<file path="config.mk">
export PLATFORM = sky130hd
export DESIGN_NAME = uart_rx_ctrl
export DESIGN_NICKNAME = d
export VERILOG_FILES = /design/src/rtl/uart_rx_pkg.sv /design/src/rtl/uart_rx_sampler.sv /design/src/rtl/uart_rx_ctrl.sv
export SDC_FILE = /design/constraint.sdc
export NUM_CORES = 1
export LEC_CHECK = 0
export CAP_MARGIN = 0
export CORE_MARGIN = 2
export CORE_UTILIZATION = 45
export DETAILED_ROUTE_END_ITERATION = 8
export MAX_ROUTING_LAYER = met4
export PLACE_DENSITY = 0.75
export SYNTH_ARGS = -nofsm -noshare
export SYNTH_HDL_FRONTEND = slang
export SYNTH_SLANG_ARGS = --single-unit
</file>
<file path="constraint.sdc">
create_clock -name CLK -period 2.14 [get_ports CLK]
set_clock_uncertainty 0.05 [all_clocks]
set_input_delay 0.428 -clock CLK [delete_from_list [all_inputs] [get_ports CLK]]
set_output_delay 0.428 -clock CLK [all_outputs]
set_load 0.01 [all_outputs]
</file>
<file path="src/rtl/uart_rx_pkg.sv">
// Shared types and constants for the UART receive controller.
// State encoding, parity/bit-index constants and the 2-of-3 vote helper.
package uart_rx_pkg;

  typedef enum logic [2:0] {IDLE, START, DATA, PARITY, STOP} rx_state_t;

  localparam logic       PAR_EVEN      = 1'b0;
  localparam logic       PAR_ODD       = 1'b1;
  localparam logic [3:0] BIT_START     = 4'd0;
  localparam logic [3:0] BIT_LAST_DATA = 4'd8;

  function automatic logic maj3(input logic a, input logic b, input logic c);
    return (a & b) | (a & c) | (b & c);
  endfunction

endpackage

</file>
<file path="src/rtl/uart_rx_sampler.sv">
// Captures RX_IN at edges mid-1, mid and mid+1 of each bit period.
// The majority-voted bit is registered at mid+1 and cleared at the end of the bit.
module uart_rx_sampler
  import uart_rx_pkg::*;
#(
  parameter int PRESC_W = 6
) (
  input  logic               CLK,
  input  logic               RST,
  input  logic               RX_IN,
  input  logic [PRESC_W-1:0] prescale,
  input  logic [PRESC_W-1:0] edge_count,
  input  logic               clear,
  output logic               sampled_bit
);

  logic [PRESC_W-1:0] mid;
  logic [1:0]         samp_q;
  logic               bit_q;

  assign mid         = prescale >> 1;
  assign sampled_bit = bit_q;

  // The third sample is folded straight into the vote, so it needs no storage.
  always_ff @(posedge CLK or negedge RST) begin
    if (!RST) begin
      samp_q <= 2'b00;
      bit_q  <= 1'b0;
    end else if (clear) begin
      samp_q <= 2'b00;
      bit_q  <= 1'b0;
    end else begin
      if (edge_count == mid - 1'b1) samp_q[0] <= RX_IN;
      if (edge_count == mid)        samp_q[1] <= RX_IN;
      if (edge_count == mid + 1'b1) bit_q     <= maj3(samp_q[0], samp_q[1], RX_IN);
    end
  end

endmodule

</file>
<file path="src/rtl/uart_rx_ctrl.sv">
// UART receive sequencer: start detection, counter enable, LSB-first shift,
// parity and stop checks, registered result pulses. dbg_state mirrors the FSM.
module uart_rx_ctrl
  import uart_rx_pkg::*;
#(
  parameter int DATA_W  = 8,
  parameter int PRESC_W = 6
) (
  input  logic               CLK,
  input  logic               RST,
  input  logic               RX_IN,
  input  logic               PAR_EN,
  input  logic               PAR_TYP,
  input  logic [PRESC_W-1:0] prescale,
  input  logic [3:0]         bit_count,
  input  logic [PRESC_W-1:0] edge_count,
  output logic               cnt_enable,
  output logic [DATA_W-1:0]  P_DATA,
  output logic               data_valid,
  output logic               par_err,
  output logic               stp_err,
  output logic               busy,
  output logic [2:0]         dbg_state
);

  rx_state_t          state_q;
  logic [DATA_W-1:0]  shift_q;
  logic [DATA_W-1:0]  pdata_q;
  logic               par_en_q;
  logic               par_typ_q;
  logic               perr_q;
  logic               dv_q;
  logic               pe_q;
  logic               se_q;
  logic               edge_done;
  logic               sample_clear;
  logic               sampled_bit;

  assign edge_done    = (edge_count == prescale - 1'b1);
  assign sample_clear = edge_done || (state_q == IDLE);

  assign cnt_enable = (state_q != IDLE);
  assign busy       = (state_q != IDLE);
  assign P_DATA     = pdata_q;
  assign data_valid = dv_q;
  assign par_err    = pe_q;
  assign stp_err    = se_q;
  assign dbg_state  = state_q;

  uart_rx_sampler #(
    .PRESC_W (PRESC_W)
  ) u_sampler (
    .CLK         (CLK),
    .RST         (RST),
    .RX_IN       (RX_IN),
    .prescale    (prescale),
    .edge_count  (edge_count),
    .clear       (sample_clear),
    .sampled_bit (sampled_bit)
  );

  always_ff @(posedge CLK or negedge RST) begin
    if (!RST) begin
      state_q   <= IDLE;
      shift_q   <= '0;
      pdata_q   <= '0;
      par_en_q  <= 1'b0;
      par_typ_q <= PAR_EVEN;
      perr_q    <= 1'b0;
      dv_q      <= 1'b0;
      pe_q      <= 1'b0;
      se_q      <= 1'b0;
    end else begin
      dv_q <= 1'b0;
      pe_q <= 1'b0;
      se_q <= 1'b0;
      case (state_q)
        IDLE: begin
          // Frame configuration is frozen here for the whole frame.
          if (!RX_IN) begin
            state_q   <= START;
            par_en_q  <= PAR_EN;
            par_typ_q <= PAR_TYP;
            perr_q    <= 1'b0;
          end
        end
        START: begin
          if (edge_done) state_q <= sampled_bit ? IDLE : DATA;
        end
        DATA: begin
          if (edge_done) begin
            shift_q <= {sampled_bit, shift_q[DATA_W-1:1]};
            if (bit_count == BIT_LAST_DATA) state_q <= par_en_q ? PARITY : STOP;
          end
        end
        PARITY: begin
          if (edge_done) begin
            perr_q  <= (((^shift_q) ^ sampled_bit) ? PAR_ODD : PAR_EVEN) != par_typ_q;
            state_q <= STOP;
          end
        end
        STOP: begin
          if (edge_done) begin
            pe_q    <= perr_q;
            se_q    <= ~sampled_bit;
            if (!perr_q && sampled_bit) begin
              dv_q    <= 1'b1;
              pdata_q <= shift_q;
            end
            state_q <= IDLE;
          end
        end
        default: state_q <= IDLE;
      endcase
    end
  end

endmodule

</file>
==> results of run 1 <==
sequential cells by signal, indices dropped and copies added (netlist names):
register and cells:
shift_q 8, u_sampler.samp_q 2, stp_err 1, u_sampler.sampled_bit 1, data_valid 1, par_typ_q 1, P_DATA 8, par_en_q 1
perr_q 1, dbg_state 3, par_err 1
through the flow:
stage / power (mW) / cell area [sq um] / cells / utilization [%]
3_5_place_dp: 1.24 / 2450 / 273 / 66.0
5_1_grt: 1.76 / 2680 / 284 / 72.0
2_1_floorplan: 0.965 / 1820 / 161 / -
3_3_place_gp: 1.22 / 2450 / 273 / 66.0
6_report: 1.67 / 2680 / 284 / 72.0
4_1_cts: 1.67 / 2640 / 284 / 71.0
area by class of cell:
type	instances	area, sq um	share of cell area [%]
inverter	6	35.0	1.31
sequential	28	701	26.2
multi-input combinational	120	1120	41.9
tap	48	60.1	2.24
clock inverter	1	30.0	1.12
clock buffer	3	41.3	1.54
timing repair buffer	78	688	25.7
layout by cell type, fill, tap and decap left out, types with 3 or more instances in the layout:
master / instances
buf_4: 38
nor3_1: 7
dlygate4sd2_1: 8
xor2_1: 4
buf_6: 4
xnor2_1: 19
nand2_1: 7
clkdlybuf4s50_1: 24
mux2_4: 16
dfrtp_1: 28
nand3_1: 4
o21ai_0: 4
nor2b_1: 3
mux2i_1: 4
nor2_1: 6
inv_1: 3
clkbuf_8: 3
timing repair:
item                       4_1_cts  5_1_grt
setup endpoints to repair       28       22
hold endpoints to repair         0        0
pin swaps                        8        7
buffers inserted                 7        0
hold buffers                     0        0
resized for setup               42       10
critical path, delay by kind of cell:
kind,cells,cell delay (ns)
simple gates,3,1.12
mux,1,0.34
buf+inv,3,0.25
fa+ha+maj,1,0.11
compound gates,1,0.10
per-layer routing:
metal,vias up,wire [um],track usage (%)
li1,717,-,-
met1,701,1950,28.8
met2,24,2160,36.9
met3,2,116,3.72
met4,0,27,3.06
met5,-,0,-
power groups by stage:
stage,combinational [mW],clock [mW],sequential (mW)
floorplan,0.323,0,0.642
global placement,0.583,0,0.639
detailed placement,0.599,0,0.644
CTS,0.613,0.424,0.632
global route,0.668,0.446,0.641
finish,0.624,0.417,0.632
how the worst max path moves through the flow:
stage	startpoint	end	slack [ns]	cells after the start
floorplan	prescale[2]	P_DATA[0]	-0.30	9
global placement	prescale[1]	P_DATA[6]	-0.80	8
detailed placement	prescale[1]	P_DATA[6]	-0.81	8
CTS	prescale[1]	P_DATA[0]	-0.11	8
global route	prescale[1]	P_DATA[2]	-0.13	9
finish	prescale[1]	P_DATA[0]	-0.07	9
cells by family after synthesis:
logic type / Yosys count / synth area share [%]
compound gates: 18 / 8.13
xor+xnor: 26 / 12.9
fa+ha+maj: 4 / 2.83
buf+inv: 13 / 3.89
flops: 28 / 39.6
mux: 22 / 15.4
simple gates: 50 / 17.3
==> results.sh, run 1 <==
export IMPL_synth_cell_type_count=45
export IMPL_max_slew_margin_pct=76.6
export IMPL_wirelength_um=4250
export IMPL_initial_utilization_pct=47.6
export IMPL_grt_pass1_vias=1531
export IMPL_synthTopCellsByCount="dfrtp_1 (28), xnor2_1 (20), mux2_2 (10)"
export IMPL_wire_per_inst_um=15.0
export IMPL_clk_pin_slew_ns=0.09
export IMPL_die_y_um=66.7
export IMPL_clock_path_buffers=2
export IMPL_async_flop_share_pct=100
export IMPL_drtPass1Iterations=4
export IMPL_viasPerCell=5.08
export IMPL_grt_pass1_wl_um=7250
export IMPL_startpoint_type="input pin"
export IMPL_setup_viol=16
export IMPL_tritoncts="yes"
export IMPL_worstReg2RegEnd="P_DATA[0]"
export IMPL_post_synth_top_count_cell="dfrtp_1"
export IMPL_cts_made_buffers=3
export IMPL_layout_drive_gt1_share_pct=39.4
export IMPL_status="finished, violations left"
export IMPL_antenna_found_initial=0
export IMPL_die_x_um=66.7
export IMPL_netlist_area_sq_um=1770
export IMPL_pre_cts_ws_ns=-0.815
export IMPL_hold_viol_final=0
export IMPL_grt_util_all_layers_pct=22.0
export IMPL_synth_area_leaders="dfrtp_1 (40%), xnor2_1 (9.9%), mux2_4 (6.8%)"
export IMPL_netlist_instances=161
export IMPL_switching_power_mw=0.495
export IMPL_period_share_pct=103
export IMPL_endpoint_kind="register"
export IMPL_cts_sinks=28
export IMPL_tightest_slew_ns=0.350
export IMPL_max_cap_violations=0
export IMPL_cp_slowest_cell="or4_4"
export IMPL_holdWs_ns=0.468
export IMPL_die_area_sq_um=4450
export IMPL_fin_setup_tns_ns=-1.02
export IMPL_area_growth_syn_to_layout_pct=51.2
export IMPL_yosys_warnings=0
export IMPL_dp_final_hpwl_um=3170
export IMPL_cp_max_fo=8
export IMPL_synth_avg_cell_area_sq_um=11.0
export IMPL_place_congestion=0.873
export IMPL_pwr_share_comb_pct=37.3
export IMPL_cp_data_required_time_ns=2.26
export IMPL_cts_htree_levels=1
export IMPL_p_clk_share_pct=24.9
export IMPL_swShare_pct=29.6
export IMPL_drc=0
export IMPL_seqPwrFrac_pct=37.8
export IMPL_rsz0062_at_grt="yes"
export IMPL_rows=22
export IMPL_rr_startpoint="dbg_state[2]"
export IMPL_grt_max_degree=29
export IMPL_overflow=0
export IMPL_arrival_ns=2.33
export IMPL_yosysTopAreaCell="dfrtp_1"
export IMPL_hold_class="in2async"
export IMPL_synth_nets=186
export IMPL_internal_power_mw=1.18
export IMPL_max_stage_delay_ns=0.64
export IMPL_fin_ws_ns=-0.0729
export IMPL_fmax_mhz=452
export IMPL_insertion_delay_ns=0.28
export IMPL_synth_top_flop_cell="dfrtp_1"
export IMPL_drt_iter0_drc=100
export IMPL_cts_root_buf="clkbuf_8"
export IMPL_fillers=264
export IMPL_ys_ff_latch=28
export IMPL_drv_slew=0
export IMPL_r2r_cells=4
export IMPL_failed_checks="negative setup slack"
export IMPL_ir_worst_vdd_uv=580
export IMPL_num_vias=1444
export IMPL_period_needed_ns=2.21
export IMPL_synth_edf_count=0
export IMPL_core_area_sq_um=3720
export IMPL_synth_seq_area_share_pct=39.6
export IMPL_path_cells="buf_8 > inv_8 > buf_6 > ha_4 > nor3b_4 > and3_4 > o221ai_4 > or4_4 > mux2_4"
export IMPL_port_buffer_count=36
export IMPL_rrSetupSlack_ns=0.11
export IMPL_nets=262
export IMPL_ant_nets=0
export IMPL_num_antenna_cells=0
export IMPL_p_leak_nw=1.20
export IMPL_powerDensity_nw_per_um2=625
export IMPL_yosysTopAreaCellShare_pct=39.6
export IMPL_num_io_pins=37
export IMPL_crit_type="in2reg"
Note: power is estimated with default switching activity, not from simulation.
==> run 2: changes to the inputs <==
--- a/config.mk
+++ b/config.mk
@@ -8,6 +8,7 @@
 export CAP_MARGIN = 0
 export CORE_MARGIN = 2
 export CORE_UTILIZATION = 45
+export CTS_CLUSTER_SIZE = 12
 export DETAILED_ROUTE_END_ITERATION = 8
 export MAX_ROUTING_LAYER = met4
 export PLACE_DENSITY = 0.75
==> results of run 2 <==
Final layout, timing and power as in run 1 (identical DEF).
==> run 3: changes to the inputs <==
--- a/config.mk
+++ b/config.mk
@@ -5,13 +5,14 @@
 export SDC_FILE = /design/constraint.sdc
 export NUM_CORES = 1
 export LEC_CHECK = 0
+export ABC_AREA = 1
 export CAP_MARGIN = 0
 export CORE_MARGIN = 2
 export CORE_UTILIZATION = 45
 export CTS_CLUSTER_SIZE = 12
 export DETAILED_ROUTE_END_ITERATION = 8
 export MAX_ROUTING_LAYER = met4
-export PLACE_DENSITY = 0.75
+export PLACE_DENSITY = 0.73
 export SYNTH_ARGS = -nofsm -noshare
 export SYNTH_HDL_FRONTEND = slang
 export SYNTH_SLANG_ARGS = --single-unit
==> run 3 against run 2 <==
  * The flow now finishes without violations
  * Worst setup slack improved by 0.14 ns
  * Sequential cell count did not move
  * Global-route usage fell by 1.7 points
  * First-iteration DRC count fell by 13%
  * Synthesized area rose by 10%
  * Non-clock buffer count fell by 22
  * Clock power barely moved
  * Fmax rose by 6.8%
  * Via count rose by 33%
  * Combinational power rose by 2%
  * Critical path depth fell by 6
  * Critical path type is now reg2out
  * Largest power group is now combinational cells
==> results.sh, run 3 <==
export IMPL_die_area_sq_um=4870
export IMPL_synth_top_flop_cell="dfrtp_1"
export IMPL_ant_nets=0
export IMPL_num_vias=1919
export IMPL_synth_top_family_by_area="simple AND/OR/NAND/NOR gates"
export IMPL_clk_pin_slew_ns=0.10
export IMPL_yosysTopAreaCell="dfrtp_1"
export IMPL_synth_compound_area_share_pct=7.26
export IMPL_wirelength_um=4470
export IMPL_tritoncts="yes"
export IMPL_max_slew_margin_pct=50.5
export IMPL_worstHoldStart="perr_q"
export IMPL_crit_type="reg2out"
export IMPL_post_synth_top_count_cell="nand2_1"
export IMPL_powerDensity_nw_per_um2=640
export IMPL_worstReg2RegEnd="P_DATA[7]"
export IMPL_fmax_mhz=483
export IMPL_fillers=372
export IMPL_yosys_warnings=0
export IMPL_rr_startpoint="dbg_state[0]"
export IMPL_yosys_area_share_adder_pct=3.08
export IMPL_p_leak_nw=1.43
export IMPL_max_cap_violations=0
export IMPL_synth_avg_cell_area_sq_um=6.65
export IMPL_die_x_um=69.8
export IMPL_cp_data_required_time_ns=1.66
export IMPL_synth_xor_xnor_area_share_pct=5.39
export IMPL_crit_start="dbg_state[1]"
export IMPL_synth_nets=318
export IMPL_nets=375
export IMPL_drt_iter0_drc=87
export IMPL_num_io_pins=37
export IMPL_ys_ff_latch=28
export IMPL_fin_cells=399
export IMPL_fin_setup_tns_ns=0
export IMPL_synth_edf_count=0
export IMPL_synthTopCellsByCount="nand2_1 (109), inv_1 (46), dfrtp_1 (28)"
export IMPL_core_area_sq_um=4090
export IMPL_yosysTopAreaCellShare_pct=36.0
export IMPL_drv_slew=0
export IMPL_grt_pass1_wl_um=8040
export IMPL_multi_input_area_sq_um=1070
export IMPL_synth_area_leaders="dfrtp_1 (36%), nand2_1 (21%), inv_1 (8.9%)"
export IMPL_viasPerCell=4.81
export IMPL_drtPass1Iterations=4
export IMPL_wire_per_inst_um=11.2
export IMPL_grt_max_degree=29
export IMPL_cts_htree_levels=1
export IMPL_drc=0
export IMPL_arrival_ns=1.59
export IMPL_synth_cell_type_count=27
export IMPL_status="finished, final reports clean"
export IMPL_period_share_pct=96.8
export IMPL_grt_pass1_vias=1912
export IMPL_num_antenna_cells=0
export IMPL_netlist_instances=293
export IMPL_async_flop_share_pct=100
export IMPL_rsz0062_at_grt="no"
export IMPL_dp_cells=394
export IMPL_startpoint_type="register"
export IMPL_final_cell_mix="nand2_1 (107), inv_1 (45), clkdlybuf4s50_1 (33)"
export IMPL_period_needed_ns=2.07
export IMPL_hold_class="reg2reg"
export IMPL_r2r_cells=6
export IMPL_clock_path_buffers=2
export IMPL_antenna_found_initial=0
export IMPL_cp_max_fo=6
export IMPL_hold_path_depth=1
export IMPL_dp_final_hpwl_um=3430
export IMPL_rows=23
export IMPL_holdWs_ns=0.459
export IMPL_hold_viol_final=0
export IMPL_layout_drive_gt1_share_pct=12.9
export IMPL_die_y_um=69.8
export IMPL_area_growth_syn_to_layout_pct=34.4
export IMPL_insertion_delay_ns=0.28
export IMPL_cts_sinks=28
export IMPL_overflow=0
export IMPL_min_to="data_valid"
export IMPL_place_congestion=0.882
export IMPL_netlist_area_sq_um=1950
export IMPL_cts_root_buf="clkbuf_8"
export IMPL_synthMuxAreaShare_pct=0
export IMPL_tightest_slew_ns=0.737
export IMPL_final_common_cell="nand2_1"
export IMPL_synth_seq_area_share_pct=36.0
export IMPL_rrSetupSlack_ns=0.25
export IMPL_yosys_area_share_simple_pct=36.4
export IMPL_setup_viol=0
export IMPL_ir_worst_vdd_uv=483
export IMPL_port_buffer_count=36
export IMPL_grt_util_all_layers_pct=20.3
export IMPL_endpoint_kind="output port"
export IMPL_cts_made_buffers=3
export IMPL_p_total_mw=1.67
export IMPL_regArea_sq_um=701
export IMPL_initial_utilization_pct=47.7
## run 3: final cells by class
type | count | area share (%)
Inverter | 51 | 7.31
Clock inverter | 1 | 1.15
Tap cell | 50 | 2.39
Sequential cell | 28 | 26.8
Timing Repair Buffer | 56 | 20.1
Multi-Input combinational cell | 210 | 40.8
Clock buffer | 3 | 1.58
## run 3: critical path: stages, from the launching register on
cell and delay [ns]:
dfrtp_1 0.46, nor3_2 0.24, inv_1 0.12, clkdlybuf4s50_1 0.49
## run 3: through the flow
step / util (%) / setup slack (ns) / instance area (sq um)
floorplan: - / 0.333 / 1950
CTS: 62.6 / 0.0242 / 2560
global placement: 60.7 / -0.234 / 2480
global route: 64.1 / 0.00187 / 2620
finish: 64.1 / 0.0689 / 2620
detailed placement: 60.7 / -0.264 / 2480
## run 3: cells by family after synthesis
kind of cell	Yosys count
AOI/OAI and AO/OA	28
xor gates and xnor gates	12
adders and majority gates	5
buffers and inverters	56
DFF	28
and+or+nand+nor	164
## run 3: worst max path at each step
stage | cells after the start | end
floorplan | 10 | P_DATA[2]
global placement | 15 | dbg_state[0]
detailed placement | 15 | dbg_state[1]
CTS | 15 | dbg_state[0]
global route | 3 | busy
finish | 3 | cnt_enable
## run 3: routing by layer
metal  vias to the layer above  GRT usage (%)  part of all wire [%]
li1                       1017              -                     -
met1                       853           25.5                    46
met5                         -              -                     0
met4                         0           3.85                  0.85
met3                         5           3.05                   3.6
met2                        44           35.0                    49
## run 3: timing repair
action	CTS	global route
pin swaps	0	5
gates resized for setup	1	15
hold buffers	0	0
buffers inserted	0	0
setup endpoints to repair	2	24
cloned	0	1
## run 3: report_power, final
group          internal, mW  switching, mW
Clock                 0.251          0.170
Combinational         0.274          0.364
Sequential            0.572         0.0445
Total                  1.10          0.578
